### src/rtl/mfcc_pkg.sv
// Shared definitions for the MFCC coefficient buffering blocks.
//
// Contents:
//   MFCC_COEF_W    - default coefficient width in bits (32)
//   MFCC_FRAME_LEN - default coefficients per MFCC frame (20)
//   wr_state_e     - write-side state of the frame FIFO (W_FILL, W_DISCARD)
//   ptr_w()        - bit width needed to index n entries, never below 1
package mfcc_pkg;

    localparam int MFCC_COEF_W    = 32;
    localparam int MFCC_FRAME_LEN = 20;

    typedef enum logic [0:0] {
        W_FILL    = 1'b0,
        W_DISCARD = 1'b1
    } wr_state_e;

    function automatic int ptr_w(input int n);
        return (n > 1) ? $clog2(n) : 1;
    endfunction

endpackage

### src/rtl/mfcc_frame_ptr.sv
// Slot/word pointer pair for a frame-granular buffer.
//
// The word pointer counts 0..FRAME_LEN-1 inside the current slot; finishing
// the last word wraps it to 0 and moves the slot pointer on (wrapping
// NUM_FRAMES-1 -> 0). A restart drops the current frame by returning the word
// pointer to 0 while keeping the slot.
//
// Ports:
//   clk        in   clock, posedge
//   rstn       in   asynchronous active-low reset, pointers to 0
//   adv        in   one word consumed/produced this cycle
//   restart    in   abandon the frame in progress (takes priority over adv)
//   slot       out  current slot index
//   word       out  current word index within the slot
//   last_word  out  word == FRAME_LEN-1
//   frame_done out  strobe: the last word of the slot advances this cycle
module mfcc_frame_ptr
    import mfcc_pkg::*;
#(
    parameter  int FRAME_LEN  = MFCC_FRAME_LEN,
    parameter  int NUM_FRAMES = 4,
    localparam int SLOT_W     = ptr_w(NUM_FRAMES),
    localparam int WORD_W     = ptr_w(FRAME_LEN)
) (
    input  logic              clk,
    input  logic              rstn,
    input  logic              adv,
    input  logic              restart,
    output logic [SLOT_W-1:0] slot,
    output logic [WORD_W-1:0] word,
    output logic              last_word,
    output logic              frame_done
);

    logic [SLOT_W-1:0] slot_q, slot_d;
    logic [WORD_W-1:0] word_q, word_d;

    assign last_word  = (word_q == WORD_W'(FRAME_LEN - 1));
    assign frame_done = adv & ~restart & last_word;
    assign slot       = slot_q;
    assign word       = word_q;

    always_comb begin
        slot_d = slot_q;
        word_d = word_q;
        if (restart) begin
            word_d = '0;
        end else if (adv) begin
            if (last_word) begin
                word_d = '0;
                slot_d = (slot_q == SLOT_W'(NUM_FRAMES - 1)) ? '0 : slot_q + 1'b1;
            end else begin
                word_d = word_q + 1'b1;
            end
        end
    end

    always_ff @(posedge clk or negedge rstn) begin
        if (!rstn) begin
            slot_q <= '0;
            word_q <= '0;
        end else begin
            slot_q <= slot_d;
            word_q <= word_d;
        end
    end

endmodule

### src/rtl/mfcc_frame_fifo.sv
// Frame-granular FIFO between the MFCC coefficient engine and the
// classifier/DMA. Holds up to NUM_FRAMES complete frames of FRAME_LEN words in
// a pointer-addressed memory. A frame is visible to the reader only after its
// final word is written (commit); the reader sees the head word
// combinationally (first-word fall-through).
//
// Build option:
//   MFCC_FRAME_FIFO_LEN_CHECK_EN - when defined, wr_last is checked against
//   the word count: short frames are dropped, long frames are dropped up to
//   their wr_last (W_DISCARD), and each drop pulses wr_err. When undefined,
//   wr_last is ignored, frames are delimited purely by count, wr_err is 0.
//
// Ports:
//   clk        in   clock, posedge
//   rstn       in   asynchronous active-low reset
//   wr_valid   in   write word offered
//   wr_data    in   coefficient [DATA_W]
//   wr_last    in   final coefficient of a frame
//   wr_ready   out  write accepted when wr_valid & wr_ready
//   rd_valid   out  a committed word is presented
//   rd_data    out  head coefficient [DATA_W]
//   rd_first   out  rd_data is word 0 of its frame
//   rd_last    out  rd_data is word FRAME_LEN-1 of its frame
//   rd_ready   in   read accepted when rd_valid & rd_ready
//   frame_cnt  out  committed frames not yet fully read
//   wr_err     out  one-cycle pulse when a malformed frame is dropped
module mfcc_frame_fifo
    import mfcc_pkg::*;
#(
    parameter int DATA_W     = MFCC_COEF_W,
    parameter int FRAME_LEN  = MFCC_FRAME_LEN,
    parameter int NUM_FRAMES = 4
) (
    input  logic                            clk,
    input  logic                            rstn,
    input  logic                            wr_valid,
    input  logic [DATA_W-1:0]               wr_data,
    input  logic                            wr_last,
    output logic                            wr_ready,
    output logic                            rd_valid,
    output logic [DATA_W-1:0]               rd_data,
    output logic                            rd_first,
    output logic                            rd_last,
    input  logic                            rd_ready,
    output logic [$clog2(NUM_FRAMES+1)-1:0] frame_cnt,
    output logic                            wr_err
);

    localparam int DEPTH  = NUM_FRAMES * FRAME_LEN;
    localparam int ADDR_W = ptr_w(DEPTH);
    localparam int CNT_W  = $clog2(NUM_FRAMES + 1);
    localparam int SLOT_W = ptr_w(NUM_FRAMES);
    localparam int WORD_W = ptr_w(FRAME_LEN);

    logic [DATA_W-1:0] mem_q [DEPTH];

    logic [CNT_W-1:0]  frame_cnt_q, frame_cnt_d;

    logic              wr_acc, rd_acc, mem_we, fill_room;
    logic              wr_adv, wr_restart, wr_commit;
    logic              rd_done, rd_at_last, wr_at_last;
    logic [SLOT_W-1:0] wr_slot, rd_slot;
    logic [WORD_W-1:0] wr_word, rd_word;
    logic [ADDR_W-1:0] wr_addr, rd_addr;

    assign fill_room = (frame_cnt_q < CNT_W'(NUM_FRAMES));
    assign wr_acc    = wr_valid & wr_ready;
    assign rd_valid  = (frame_cnt_q != '0);
    assign rd_acc    = rd_valid & rd_ready;
    assign frame_cnt = frame_cnt_q;

    mfcc_frame_ptr #(
        .FRAME_LEN (FRAME_LEN),
        .NUM_FRAMES(NUM_FRAMES)
    ) u_wr_ptr (
        .clk       (clk),
        .rstn      (rstn),
        .adv       (wr_adv),
        .restart   (wr_restart),
        .slot      (wr_slot),
        .word      (wr_word),
        .last_word (wr_at_last),
        .frame_done(wr_commit)
    );

    mfcc_frame_ptr #(
        .FRAME_LEN (FRAME_LEN),
        .NUM_FRAMES(NUM_FRAMES)
    ) u_rd_ptr (
        .clk       (clk),
        .rstn      (rstn),
        .adv       (rd_acc),
        .restart   (1'b0),
        .slot      (rd_slot),
        .word      (rd_word),
        .last_word (rd_at_last),
        .frame_done(rd_done)
    );

`ifdef MFCC_FRAME_FIFO_LEN_CHECK_EN
    wr_state_e st_q, st_d;
    logic      wr_err_q, wr_err_d;

    // Discarding never stalls the writer, so a long frame cannot deadlock a
    // full FIFO; only W_FILL is held off by the frame count.
    assign wr_ready = (st_q == W_DISCARD) | fill_room;
    assign mem_we   = wr_acc & (st_q == W_FILL);
    assign wr_err   = wr_err_q;

    always_comb begin
        st_d       = st_q;
        wr_err_d   = 1'b0;
        wr_adv     = 1'b0;
        wr_restart = 1'b0;
        case (st_q)
            W_FILL: begin
                if (wr_acc) begin
                    wr_adv = 1'b1;
                    if (wr_last && !wr_at_last) begin
                        // Short frame: rewind the slot, nothing committed.
                        wr_restart = 1'b1;
                        wr_err_d   = 1'b1;
                    end else if (!wr_last && wr_at_last) begin
                        // Long frame: slot is full but unterminated; drop the
                        // rest up to wr_last and flag it then.
                        wr_restart = 1'b1;
                        st_d       = W_DISCARD;
                    end
                end
            end
            W_DISCARD: begin
                if (wr_acc && wr_last) begin
                    st_d     = W_FILL;
                    wr_err_d = 1'b1;
                end
            end
            default: st_d = W_FILL;
        endcase
    end

    always_ff @(posedge clk or negedge rstn) begin
        if (!rstn) begin
            st_q     <= W_FILL;
            wr_err_q <= 1'b0;
        end else begin
            st_q     <= st_d;
            wr_err_q <= wr_err_d;
        end
    end
`else
    logic unused_wr_last;

    assign unused_wr_last = wr_last;
    assign wr_ready       = fill_room;
    assign mem_we         = wr_acc;
    assign wr_adv         = wr_acc;
    assign wr_restart     = 1'b0;
    assign wr_err         = 1'b0;
`endif

    // A commit and a final-word read in the same cycle cancel out.
    always_comb begin
        frame_cnt_d = frame_cnt_q;
        case ({wr_commit, rd_done})
            2'b10:   frame_cnt_d = frame_cnt_q + 1'b1;
            2'b01:   frame_cnt_d = frame_cnt_q - 1'b1;
            default: frame_cnt_d = frame_cnt_q;
        endcase
    end

    always_ff @(posedge clk or negedge rstn) begin
        if (!rstn) begin
            frame_cnt_q <= '0;
        end else begin
            frame_cnt_q <= frame_cnt_d;
        end
    end

    assign wr_addr = ADDR_W'(wr_slot) * ADDR_W'(FRAME_LEN) + ADDR_W'(wr_word);
    assign rd_addr = ADDR_W'(rd_slot) * ADDR_W'(FRAME_LEN) + ADDR_W'(rd_word);

    // Storage is data only: no reset, contents after reset are don't-care
    // because frame_cnt gates visibility.
    always_ff @(posedge clk) begin
        if (mem_we) begin
            mem_q[wr_addr] <= wr_data;
        end
    end

    assign rd_data  = mem_q[rd_addr];
    assign rd_first = rd_valid & (rd_word == '0);
    assign rd_last  = rd_valid & rd_at_last;

endmodule

### config.mk
export PLATFORM = sky130hd
export DESIGN_NAME = mfcc_frame_fifo
export DESIGN_NICKNAME = d
export VERILOG_FILES = /design/src/rtl/mfcc_pkg.sv /design/src/rtl/mfcc_frame_ptr.sv /design/src/rtl/mfcc_frame_fifo.sv
export SDC_FILE = /design/constraint.sdc
export NUM_CORES = 2
export LEC_CHECK = 0
export CAP_MARGIN = 40
export CORE_UTILIZATION = 45
export CTS_BUF_LIST = sky130_fd_sc_hd__clkbuf_4
export CTS_CLUSTER_DIAMETER = 30
export CTS_CLUSTER_SIZE = 14
export DETAILED_ROUTE_END_ITERATION = 6
export DONT_BUFFER_PORTS = 1
export GPL_ROUTABILITY_DRIVEN = 1
export PLACE_DENSITY = 0.71
export SLEW_MARGIN = 20
export SYNTH_ARGS = -nofsm -noshare
export SYNTH_HDL_FRONTEND = slang
export SYNTH_SLANG_ARGS = --single-unit
export TNS_END_PERCENT = 100
### constraint.sdc
create_clock -name clk -period 4.7 [get_ports clk]
set_input_delay 0.235 -clock clk [delete_from_list [all_inputs] [get_ports clk]]
set_output_delay 0.235 -clock clk [all_outputs]
set_load 0.03 [all_outputs]
==> results.cfg <==
[setup_path]
cp_common_cell = buf_12
crit_fanout = 8
rr_endpoint = mem_q[7][22]
worstSetupEndpointType = output port
crit_end = rd_data[19]
criticalPathCategory = register to output port
crit_start = u_rd_ptr.slot[0]
rr_startpoint = u_wr_ptr.word[2]
rrSetupSlack_ps = 1260
reg2reg_depth = 9
slowest_delay_ps = 800
cp_slowest_cell = fa_4
worst-endpoint-required_ps = 4470
start_kind = register
crit_chain = ha_4 > inv_4 > fa_4 > buf_12 > buf_8 > buf_4 > mux4_2 > nand2_2 > a31oi_2 > nand4_1 > a31oi_4 > buf_12
cp.arrival_ps = 4600

[clock_tree]
clock_latency_ps = 1470
cts_root_buffer = clkbuf_4
cts_tree = yes
cts_made_buffers = 456
clockBufferDepth = 4
clk_pin_slew_ps = 90
h-tree-depth = 5
clock-sinks = 2577

[global_route]
grt_start_max_net_pins = 81
grt_pass1_vias = 51607
use_met3_pct = 4.74
grt_pass1_wl_mm = 384
antenna_found_initial = 4
grt_usage_pct = 24.5
grt-ovfl-total = 0
grt-busiest-layer = met2
grtUsageMet2_pct = 38.9
met1_usage_pct = 33.6

[detailed_routing]
wirelength_mm = 274
firstDrtPassIters = 7
via_per_inst = 6.23
ant_nets = 0
drt_iter0_markers = 8001
drt_drc_violations_left = 0
wire_per_inst_um = 32.7
routed-via-count = 52139

[yosys]
synth_area_leaders = edfxtp_1, mux4_2, mux2i_1
yosys-top-cells-count = edfxtp_1, mux4_2, nand2_1
syn-num-nets = 4439
ys_seq_area_share_pct = 77.8
ys_seq_elements = 2577
synth_cells = 4387
netlist_area_mm2 = 0.0993
synth_ff_type = edfxtp_1
yosysTopAreaCellShare_pct = 77.4
synth_most_common_cell = edfxtp_1
syn_area_per_cell_um2 = 22.6
yosys_warnings = 0
ys_async_sr_fraction_pct = 0.660
synth_enable_flop_cells = 2560
ys_types = 62
yosysTopAreaCell = edfxtp_1

[power]
ir_worst_vdd_mv = 1.04
p_per_area_mw_per_mm2 = 743
p_leak_uw = 0.0377

[finish]
multiInputGateArea_mm2 = 0.0226
finalInstanceArea_mm2 = 0.119
fillers = 16063
regArea_mm2 = 0.0773
final_core_util_pct = 54.1
area_growth_pct = 19.6
num-nets-final = 5178
drive_above_1_share_pct = 39.5

[die]
fp.dieArea_mm2 = 0.223
die_w_um = 472
initial_core_util_pct = 45.2
ioPinCount = 77
rows = 172
die_h_um = 472
core_mm2 = 0.220

[placed_design]
portBuffers = 0
gp_congestion = 0.825
hpwl_mm = 146
placed_area_mm2 = 0.106

[timing]
worst_pin_slew_ps = 893
min_period_over_period_pct = 103
finalHoldViolations = 0
hold-worst-slack_ps = 466
finalCriticalPeriod_ps = 4840
rsz0062_at_grt = yes
tns_ps = -835
max_freq_mhz = 207
setup_viol = 21
fin_ws_ps = -136
relSlewSlack_pct = 40.4
fin_worst_skew_ps = 122
drv_slew = 0

[run_status]
status = finished with violations
violations = negative setup slack

[min_path]
min_from = wr_valid
holdPathStages = 5
hp-class = input pin to register

[job]
maxCapViolCount = 0
worst max-delay path: cells and delay by family, from the launching register on:
kind                       cells  cell delay, ps
AOI/OAI and AO/OA              2             640
adders and majority gates      2             960
buffers and inverters          5             620
DFF                            1             410
muxes                          1             190
and+or+nand+nor                2             390
where the power goes:
group | internal [µW] | switching (µW) | total (µW)
Sequential | 25500 | 227 | 25700
Combinational | 19800 | 24100 | 43900
Clock | 9330 | 9220 | 18600
per-layer routing:
layer  wire length (µm)  up-vias
met2             132000     3744
met4              10800        2
met1              98300    27363
met3              31900      591
li1                   -    20439
met5                 17        -
cell type report:
class                   instances  share of cell area (%)
flip-flops and latches       2577                    65.1
diodes                          7                  0.0148
multi-input cells            1568                    19.1
clock inverters               330                    3.17
well taps                    2871                    3.03
clock buffers                 497                    3.14
repair buffers                511                    6.39
inverters                      12                  0.0601
worst min path at each step:
stage                       end  slack [ps]
4_1_cts        u_wr_ptr.slot[1]          90
6_report       u_wr_ptr.word[0]         470
3_3_place_gp   u_rd_ptr.word[1]         -50
3_5_place_dp   u_rd_ptr.word[2]         -50
2_1_floorplan      frame_cnt[0]         -60
5_1_grt        u_rd_ptr.word[1]         340
stage by stage:
stage	power, µW	setup slack [ps]	std cells
after global placement	59500	351	7295
after floorplan	46900	1060	4387
after detailed placement	59800	556	7300
after global routing	90700	-261	8373
final	88200	-136	8373
after CTS	86600	-256	8345
cells in the final DEF (no fill, tap or decap), types with 8 or more instances in the layout:
cell type	count
a211oi_1	14
a211oi_2	9
a21oi_1	34
a21oi_2	9
a31oi_1	13
a31oi_4	15
a32oi_1	10
and3_1	11
buf_12	101
buf_16	88
buf_4	183
buf_6	38
buf_8	14
bufbuf_16	9
bufinv_16	68
clkbuf_4	497
clkinv_1	48
clkinv_2	68
clkinv_4	37
clkinvlp_4	59
dfrtp_1	12
dlygate4sd3_1	74
edfxtp_1	2560
ha_1	10
inv_6	40
mux2_4	14
mux2i_1	92
mux4_2	685
nand2_1	217
nand2_2	11
nand3_1	50
nand4_1	19
nor2_1	37
nor2_4	92
nor2b_1	23
nor3_1	8
o21ai_0	13
o221ai_1	10
o22ai_1	17
o22ai_4	17
cells by family (layout without fill, tap and decap cells):
| kind of cell | after synthesis | in the layout | synth area share, % |
|---|---|---|---|
| and+or+nand+nor | 511 | 511 | 2.24 |
| xor gates and xnor gates | 9 | 9 | 0.106 |
| DFF | 2577 | 2577 | 77.8 |
| AOI/OAI and AO/OA | 237 | 237 | 1.62 |
| muxes | 795 | 795 | 16.7 |
| adders and majority gates | 15 | 15 | 0.212 |
| other | 1 | 8 | 0.00378 |
| buffers and inverters | 242 | 1350 | 1.31 |
sequential cells by signal (all words and copies together) (netlist names):
register / flops
u_wr_ptr.word: 5
frame_cnt: 3
mem_q: 2560
u_rd_ptr.slot: 2
u_rd_ptr.word: 5
u_wr_ptr.slot: 2
timing repair:
item	in CTS	in global routing
gates resized for setup	274	77
pin swaps	52	51
endpoints found under the hold margin	4032	1
setup buffers	63	22
endpoints found under the setup margin	32	32
cloned	19	4
hold buffers	137	1
Power figures use the tool's default switching activity.
